==> config.mk <==
export PLATFORM = sky130hd
export DESIGN_NAME = mult_sequencer
export DESIGN_NICKNAME = d
export VERILOG_FILES = /design/src/rtl/mult_sequencer.sv
export SDC_FILE = /design/constraint.sdc
export NUM_CORES = 1
export LEC_CHECK = 0
export CAP_MARGIN = 20
export CORE_AREA = 2 2 39 41
export DETAILED_ROUTE_END_ITERATION = 8
export DIE_AREA = 0 0 41 43
export SLEW_MARGIN = 20
export SYNTH_ARGS = -nofsm -noshare
export SYNTH_HDL_FRONTEND = slang
export SYNTH_SLANG_ARGS = --single-unit
export TNS_END_PERCENT = 20
==> constraint.sdc <==
create_clock -name clk -period 1.54 [get_ports clk]
set_clock_uncertainty 0.2 [all_clocks]
set_input_delay 0.154 -clock clk [delete_from_list [all_inputs] [get_ports clk]]
set_output_delay 0.154 -clock clk [all_outputs]
set_load 0.05 [all_outputs]
==> src/rtl/mult_sequencer.sv <==
// Control sequencer for a shift-and-add multiplier: clear, load, WORD_LENGTH accumulate steps, done.
// Optional early exit on an all-zero multiplier is compiled in by defining MULT_SEQUENCER_EARLY_EXIT_EN.
module mult_sequencer #(
    parameter int WORD_LENGTH = 4
) (
    input  logic                               clk,
    input  logic                               reset,
    input  logic                               start,
    input  logic                               abort,
    input  logic                               mplier_zero,
    output logic                               sync_reset,
    output logic                               load,
    output logic                               shift,
    output logic                               acc_enable,
    output logic                               ready,
    output logic                               done,
    output logic [$clog2(WORD_LENGTH+1)-1:0]   iter
);

    localparam int IW = $clog2(WORD_LENGTH + 1);

    typedef enum logic [2:0] {
        IDLE  = 3'd0,
        CLEAR = 3'd1,
        LOAD  = 3'd2,
        ACCUM = 3'd3,
        DONE  = 3'd4
    } state_t;

    state_t        state_q, state_d;
    logic [IW-1:0] iter_q, iter_d;
    logic          early_exit;

`ifdef MULT_SEQUENCER_EARLY_EXIT_EN
    assign early_exit = mplier_zero;
`else
    logic unused_mplier_zero;
    assign unused_mplier_zero = mplier_zero;
    assign early_exit = 1'b0;
`endif

    always_ff @(posedge clk) begin
        if (reset) begin
            state_q <= IDLE;
            iter_q  <= '0;
        end else begin
            state_q <= state_d;
            iter_q  <= iter_d;
        end
    end

    // The last ACCUM cycle is the one that sees iter = WORD_LENGTH-1, so DONE shows the full count.
    always_comb begin
        state_d = state_q;
        iter_d  = iter_q;
        case (state_q)
            IDLE: begin
                if (start && !abort) state_d = CLEAR;
            end
            CLEAR: begin
                state_d = abort ? IDLE : LOAD;
            end
            LOAD: begin
                iter_d  = '0;
                state_d = abort ? IDLE : ACCUM;
            end
            ACCUM: begin
                if (abort) begin
                    state_d = IDLE;
                end else if (early_exit) begin
                    state_d = DONE;
                end else begin
                    iter_d = iter_q + IW'(1);
                    if (iter_q == IW'(WORD_LENGTH - 1)) state_d = DONE;
                end
            end
            DONE: begin
                state_d = IDLE;
            end
            default: begin
                state_d = IDLE;
            end
        endcase
    end

    always_comb begin
        sync_reset = 1'b0;
        load       = 1'b0;
        shift      = 1'b0;
        acc_enable = 1'b0;
        ready      = 1'b0;
        done       = 1'b0;
        case (state_q)
            IDLE:  ready      = 1'b1;
            CLEAR: sync_reset = 1'b1;
            LOAD:  load       = 1'b1;
            ACCUM: begin
                shift      = !early_exit;
                acc_enable = !early_exit;
            end
            DONE:  done       = 1'b1;
            default: ready    = 1'b0;
        endcase
    end

    assign iter = iter_q;

endmodule
# [After elaboration in Yosys (flattened, before gate mapping)]
# Cells that the tools add are included.
[op_classes] add_sub_neg=1 n_eq_ne=8 muxes=13 reduce_logical=6
[op_table] op="$mux W3" count=4
[op_table] op="$pmux W3 S4" count=1
[op_table] op="$eq A3 B2 Y1 const B" count=3
[op_table] op="$pmux W3 S2" count=1
[op_table] op="$mux W1" count=5
[op_table] op="$mux W2" count=2
[op_table] op="$ne A2 B2 Y1 const B" count=2
[op_table] op="$reduce_and A2 Y1" count=2
[op_table] op="$add A3 B1 Y3 const B" count=1
[op_table] op="$eq A3 B1 Y1 const B" count=1
[op_table] op="$eq A3 B3 Y1 const B" count=1
[op_table] op="$logic_not A3 Y1" count=1
[op_table] op="$ne A3 B3 Y1 const B" count=1
[op_table] op="$reduce_bool A2 Y1" count=1
[op_table] op="$logic_and A1 B1 Y1" count=1
[op_table] op="$logic_not A1 Y1" count=1
[word_totals] reg_bits=6 inputBits=5 output_inout_bits=9

# [Logic depth before layout (Yosys ltp)]
[logic_depth] depth_word=4 ltp_mapped=5 depth_no_buf=5

# [Worst setup path before layout]
# Ideal clock, no wire load.
[synth_path] path_type="flip-flop to output port" startpoint="register state_q[1]" endpoint="output port done" t_arrival_ns=1.592 required_time_ns=1.186 path_slack_ns=-0.406 stages_incl_launch_ff=3 path_cell_list="dfxtp_1 buf_4 nor3b_1"
[synth_between] elab_chain_len=2
[synth_lines] element="start, declared" line="30" source="state_t state_q, state_d;"
[synth_lines] element="start signal, assigned" line="47" source="state_q <= state_d;"
[synth_lines] element="$eq A3 B3 Y1" line="93" source="case (state_q)"
[synth_lines] element="$mux W1" line="93"
[synth_lines] element="end, declared" line="16" source="output logic done,"
# No other way between the ends.

# [Final worst setup path]
[layout_path] startpoint="register state_q[1]" endpoint="output port ready"
[layout_between] elab_chain_len=2
[layout_lines] element="$logic_not A3 Y1" line="93"
[layout_lines] element="$mux W1" line="93"
[layout_lines] element="end, declared" line="15" source="output logic ready,"
# No other way between the ends.

==> results.toml <==
[run_status]
status = "finished, final reports clean"

[critical_path]
crit_path_start = "state_q[1]$_SDFFE_PP0P_"
cp.required_ns = 1.19
cp.arrival_ns = 1.14
crit_chain = "nor3_1, buf_12"
critPathMaxFanout = 9
worstReg2RegStart = "iter[1]$_SDFFE_PP0P_"
cp-end-kind = "output pin"
critPathMaxStageDelay_ns = 0.38
slowest_stage = "dfxtp_2"
crit_buf_inv = 1
startpoint_type = "register"
critPathKind = "reg -> out"
critical-path-top-delay-family = "flip-flops"

[timing]
final_hold_viol_count = 0
fmax_ghz = 0.6697
fin_ws_ns = 0.04690
rsz0062_at_grt = "no"
finalCriticalPeriod_ns = 1.493
tightest_slew_ns = 0.3322
slew_headroom_pct = 77.69
tns_ns = 0
finalCritPeriodShare_pct = 96.95
slew_violations = 0
final-setup-viol-count = 0

[global_route]
first_global_vias = 290
grt_antenna_before_repair = 0
grt_start_max_net_pins = 11
grt_remaining_overflow = 0
grt_pass1_wl_mm = 1.242
grt.total_usage_pct = 10.54

[die]
initial_core_util_pct = 23.87
core_sq_um = 1384
num_rows = 14
die_h_um = 43
die_area_sq_um = 1763
ios = 14
die_w_um = 41

[clock_network]
cts_tree = "yes"
cts_buffers = 3
postCtsSetupRepairBufs = 0
cts_resized = 4
clk_pin_slew_ns = 0.05
cts-root-buf = "clkbuf_4"
cts_htree_levels = 1
cts_hold_buf = 0
cts_buffer_depth = 2
clk_latency_ns = 0.24
clock-sinks = 6

[detailed_routing]
drtIter0Drc = 3
drc = 0
drt-vias-per-instance = 4.373
drtAntennaViolNets = 0
wirelength_um = 753
firstDrtPassIters = 4
drt-wirelength-per-cell_um = 11.24
num_vias = 293

[layout]
multi_input_area_sq_um = 200.2
drive_above_1_share_pct = 47.06
nNetsFinal = 60
fin_cells = 67
design_area_sq_um = 599.3
final_common_cell = "buf_12"
antenna_cells = 0
final_cell_mix = "9 x buf_12, 4 x a21oi_1, 4 x o21ai_0"
seq_area_sq_um = 123.9
syn_to_final_growth_pct = 81.44
fill_cells = 132

[placed_design]
dp_hpwl_um = 552.6
placed_cells = 64
io_buffers = 12
place.gp.congestion = 0.7232
placed_area_sq_um = 558.0
place_ws_ns = 0.02849

[pwr]
p_sw_mw = 0.08707
pwr-share-clk_pct = 39.7
p_int_mw = 0.2751
seqPwrFrac_pct = 45.1
leakage_nw = 0.2275
vdd_drop_max_mv = 0.3364
power_density_nw_per_um2 = 604.3
combinationalPowerShare_pct = 15.2
swShare_pct = 24.04

[hold_path]
hp-start = "iter[2]$_SDFFE_PP0P_"
hold_class = "reg -> reg"

[synth]
syn_area_per_cell_sq_um = 8.927
syn-cell-area_sq_um = 330.3
ys_seq_area_share_pct = 36.36
ys_warn_count = 0
synth_fp_nets = 44
synthCells = 37
synth_cell_types = 18
synth_seq_cells = 6

[run]
drv_cap = 0
==> path summary, 6_finish.rpt <==
check | endpoint | slack [ns] | cells past startpoint
setup / recovery | ready | 0.05 | 2
hold / removal | iter[2]$_SDFFE_PP0P_ | 0.32 | 2
setup reg to reg | iter[2]$_SDFFE_PP0P_ | 0.13 | 4
hold reg to reg | iter[2]$_SDFFE_PP0P_ | 0.32 | 2
==> stage by stage <==
step,utilization [%],hold slack (ns),power (mW)
finish,43.31,0.3238,0.3622
global placement,40.33,0.3190,0.2187
floorplan,-,0.02307,0.1906
detailed placement,40.33,0.3236,0.2191
CTS,42.68,0.3302,0.3694
global route,43.31,0.3815,0.3849
==> flip-flops by register name, summed over array words and instances (netlist names) <==
| name | cells |
|---|---|
| iter | 3 |
| state_q | 3 |
==> synthesized netlist by cell type, drive strengths merged <==
master / number / area share, %
nand2b: 1 / 1.9
a211oi: 1 / 3.8
and3b: 1 / 3.0
o21ai: 4 / 6.1
nor3: 2 / 3.0
buf: 3 / 6.8
or2: 2 / 3.8
nand3b: 1 / 2.3
a21oi: 4 / 6.1
dfxtp: 6 / 36
or3: 1 / 3.4
ha: 2 / 7.6
and2: 1 / 1.9
nand3: 1 / 1.5
nor2: 2 / 2.3
inv: 2 / 2.3
nand4bb: 1 / 3.4
nor3b: 2 / 4.5
==> power by group through the flow <==
stage / Combinational [mW] / Sequential [mW] / Clock, mW
floorplan: 0.0294 / 0.161 / 0
detailed placement: 0.0539 / 0.165 / 0
CTS: 0.0547 / 0.163 / 0.152
global placement: 0.0538 / 0.165 / 0
global route: 0.0577 / 0.163 / 0.164
finish: 0.0550 / 0.163 / 0.144
==> worst reg2reg max path, cell delays in order (launching register included) <==
cell and delay [ns]:
dfxtp_1 0.34, ha_1 0.20, ha_1 0.26, or2_0 0.21
a21oi_1 0.14
==> layer usage <==
metal  vias up  global-route usage (%)  wire length [um]
met5         -                       0                 0
met2         7                   13.13               360
met4         0                   8.000                10
met1       125                   14.47               347
li1        159                       -                 -
met3         2                   3.141                35
==> final cells by class <==
cell class / count / area share (%)
Sequential cell: 6 / 20.67
Inverter: 2 / 1.253
Multi-Input combinational cell: 26 / 33.40
Tap cell: 16 / 3.340
Clock buffer: 3 / 3.758
Timing Repair Buffer: 14 / 37.58
==> kinds of logic after synthesis <==
family,synth area share (%)
compound gates,15.91
flops,36.37
simple gates,31.06
buf+inv,9.091
fa+ha+maj,7.575
Note: power is estimated with default switching activity, not from simulation.
==> RTL edit (same flow settings) <==
Build with the macro `MULT_SEQUENCER_EARLY_EXIT_EN` defined.
--- a/src/rtl/mult_sequencer.sv
+++ b/src/rtl/mult_sequencer.sv
@@ -1,4 +1,6 @@
 // Control sequencer for a shift-and-add multiplier: clear, load, WORD_LENGTH accumulate steps, done.
 // Optional early exit on an all-zero multiplier is compiled in by defining MULT_SEQUENCER_EARLY_EXIT_EN.
+`define MULT_SEQUENCER_EARLY_EXIT_EN
+
 module mult_sequencer #(
     parameter int WORD_LENGTH = 4
Behaviour: not the same (Yosys sat finds a counterexample within 4 cycles, from zero or initial values and one cycle with reset high).
==> RTL edit against the unedited design <==
Global-route usage decreased by 0.29 points; core utilization grew 1.3 points; cell area grew 2.9%; critical path depth up 2; area after synthesis fell by 4.5%; setup slack worse by 6.6 ps; die area did not move; non-clock buffer count is 3 higher; sequential cell count unchanged; register-to-register slack about the same; via count rose by 2.0%; wire length down 14%; power down 0.88%.
==> RTL edit: results (changes against the unedited design) <==
Status
  – Outcome: completed

Global routing
  – Grt met2 use: 0.141 (+0.00937)
  – Overall track demand over capacity in global routing: 0.103 (-0.00291)
  – Number of antenna violations at the first check in global routing: 0 (unchanged)
  – Met1 track utilization from global routing: 0.113 (-0.0318)
  – Vias in the first global route: 288 (-0.69%)
  – Global-route wire length before repair: 1.17 mm (-6.1%)
  – Largest net degree at the start of global routing: 11 (unchanged)
  – GR Layer Usage met3: 0.0524 (+0.0209)

Placement
  – Weighted congestion at the end of routability-driven global placement: 0.610 (-16%)
  – Half-perimeter wire length after detailed placement: 523 µm (-5.3%)
  – Number of placed instances, taps included: 64 (unchanged)
  – I/O Buffers: 13 (+1)

Pwr
  – Leakage power figure: 0.259 nW (+14%)
  – IR drop worst, VDD: 0.374 mV (+11%)

Drt
  – Iteration-0 DRC Markers: 2 (-1)
  – Remaining design rule violation count: 0 (unchanged)
  – Routed length per placed instance: 9.69 µm (-14%)
  – Overall via count from detail_route: 299 (+2.0%)
  – Met3 Routed Length: 55 µm (+57%)
  – Sum of met2 wire segment lengths after detailed routing: 300 µm (-17%)
  – Uppermost metal layer occupied by signal nets: met4
  – First drt pass iteration count: 3 (-1)
  – Routed met1 length: 285 µm (-18%)

CTS
  – Worst skew pair latency: 240 ps (about the same)
  – Number of H-tree branching levels: 1 (unchanged)
  – CTS clk-pin slew, worst paths: around 40 ps
  – Buffer cell driving the clock tree root: sky130_fd_sc_hd__clkbuf_4

Timing
  – Worst Tran Pin Value: 358 ps (+25.4 ps)
  – Hold Violations, Final: 0 (unchanged)

Synth
  – Distinct cell type count of the synthesized netlist: 19 (+1)
  – Register area share after synthesis: 0.381 (+0.0173)
  – Top cell types by occurrence after synthesis: sky130_fd_sc_hd__dfxtp_1 (6), sky130_fd_sc_hd__inv_1 (3), sky130_fd_sc_hd__nor2_1 (3)
  – Async set-or-reset flop fraction in the synthesized netlist: 0 (unchanged)
  – Syn Inst Count: 33 (-11%)
  – Net Count, Synth: 40 (-9.1%)
  – YS warnings: 0 (unchanged)
  – Top area cells in the synthesized netlist: sky130_fd_sc_hd__dfxtp_1 (38%), sky130_fd_sc_hd__ha_1 (7.9%), sky130_fd_sc_hd__a22o_1 (5.6%)
  – Post-synth EDFFs: 0 (unchanged)

Final layout
  – Fill cells: 132 (unchanged)
  – Layout Cells excl Fill: 67 (unchanged)
  – ANT cells: 0 (unchanged)
  – Share of cells above drive strength 1: 0.490 (+0.0196)

Min path
  – Min-Delay Path Class: input port to flop

Setup path
  – Critical path data arrival time: 1150 ps
  – Delay of the slowest critical-path stage: 440 ps (+60 ps)
  – Worst Path Max Fanout: 3 (-6)
  – Library cell contributing the largest single delay on the critical path: sky130_fd_sc_hd__clkdlybuf4s50_1
## RTL edit: power by group
group          switching [mW]  internal [mW]
Clock                  0.0515         0.0878
Combinational          0.0268         0.0326
Sequential            0.00443          0.156
Total                  0.0827          0.276
## RTL edit: kinds of logic (layout without fill, tap and decap cells)
logic type,Yosys count,count (layout),share of synthesized area
flops,6,6,0.381
compound gates,8,8,0.183
fa+ha+maj,2,2,0.0794
mux,1,1,0.0357
buf+inv,5,23,0.0952
simple gates,11,11,0.226
## RTL edit: worst max-delay path: cells and delay by family
family | cells | cell delay (ps)
AND/OR/NAND/NOR | 1 | 300
buffers and inverters | 3 | 690
## RTL edit: through the flow
stage | total power, mW | setup WS, ps | hold slack, ps | area, µm²
final | 0.359 | 40.3 | 328 | 617
after global routing | 0.386 | -7.66 | 341 | 617
after CTS | 0.370 | 3.40 | 331 | 608
after detailed placement | 0.223 | -90.3 | 357 | 567
after global placement | 0.223 | -98.2 | 348 | 567
after floorplan | 0.189 | -397 | 122 | 315
## RTL edit: repair_timing
action                                  in CTS  in global routing
setup buffers                                0                  0
hold endpoints to repair                     0                  0
pin swaps                                    0                  1
resized for setup                            6                  3
endpoints found under the setup margin       5                  4
## RTL edit: final timing paths
check | from | end | slack (ps) | cells after the start
setup reg to reg | iter[1] | state_q[1] | 130 | 5
hold reg to reg | state_q[1] | state_q[0] | 330 | 2
hold / removal | start | state_q[0] | 330 | 3
setup / recovery | mplier_zero | shift | 40 | 4
## RTL edit: final cells by class
type	count	area, µm²	share of cell area
flip-flops and latches	6	129	0.209
repair buffers	17	254	0.412
multi-input cells	22	180	0.292
clock buffers	3	22.5	0.0365
inverters	3	11.3	0.0183
well taps	16	20.0	0.0325
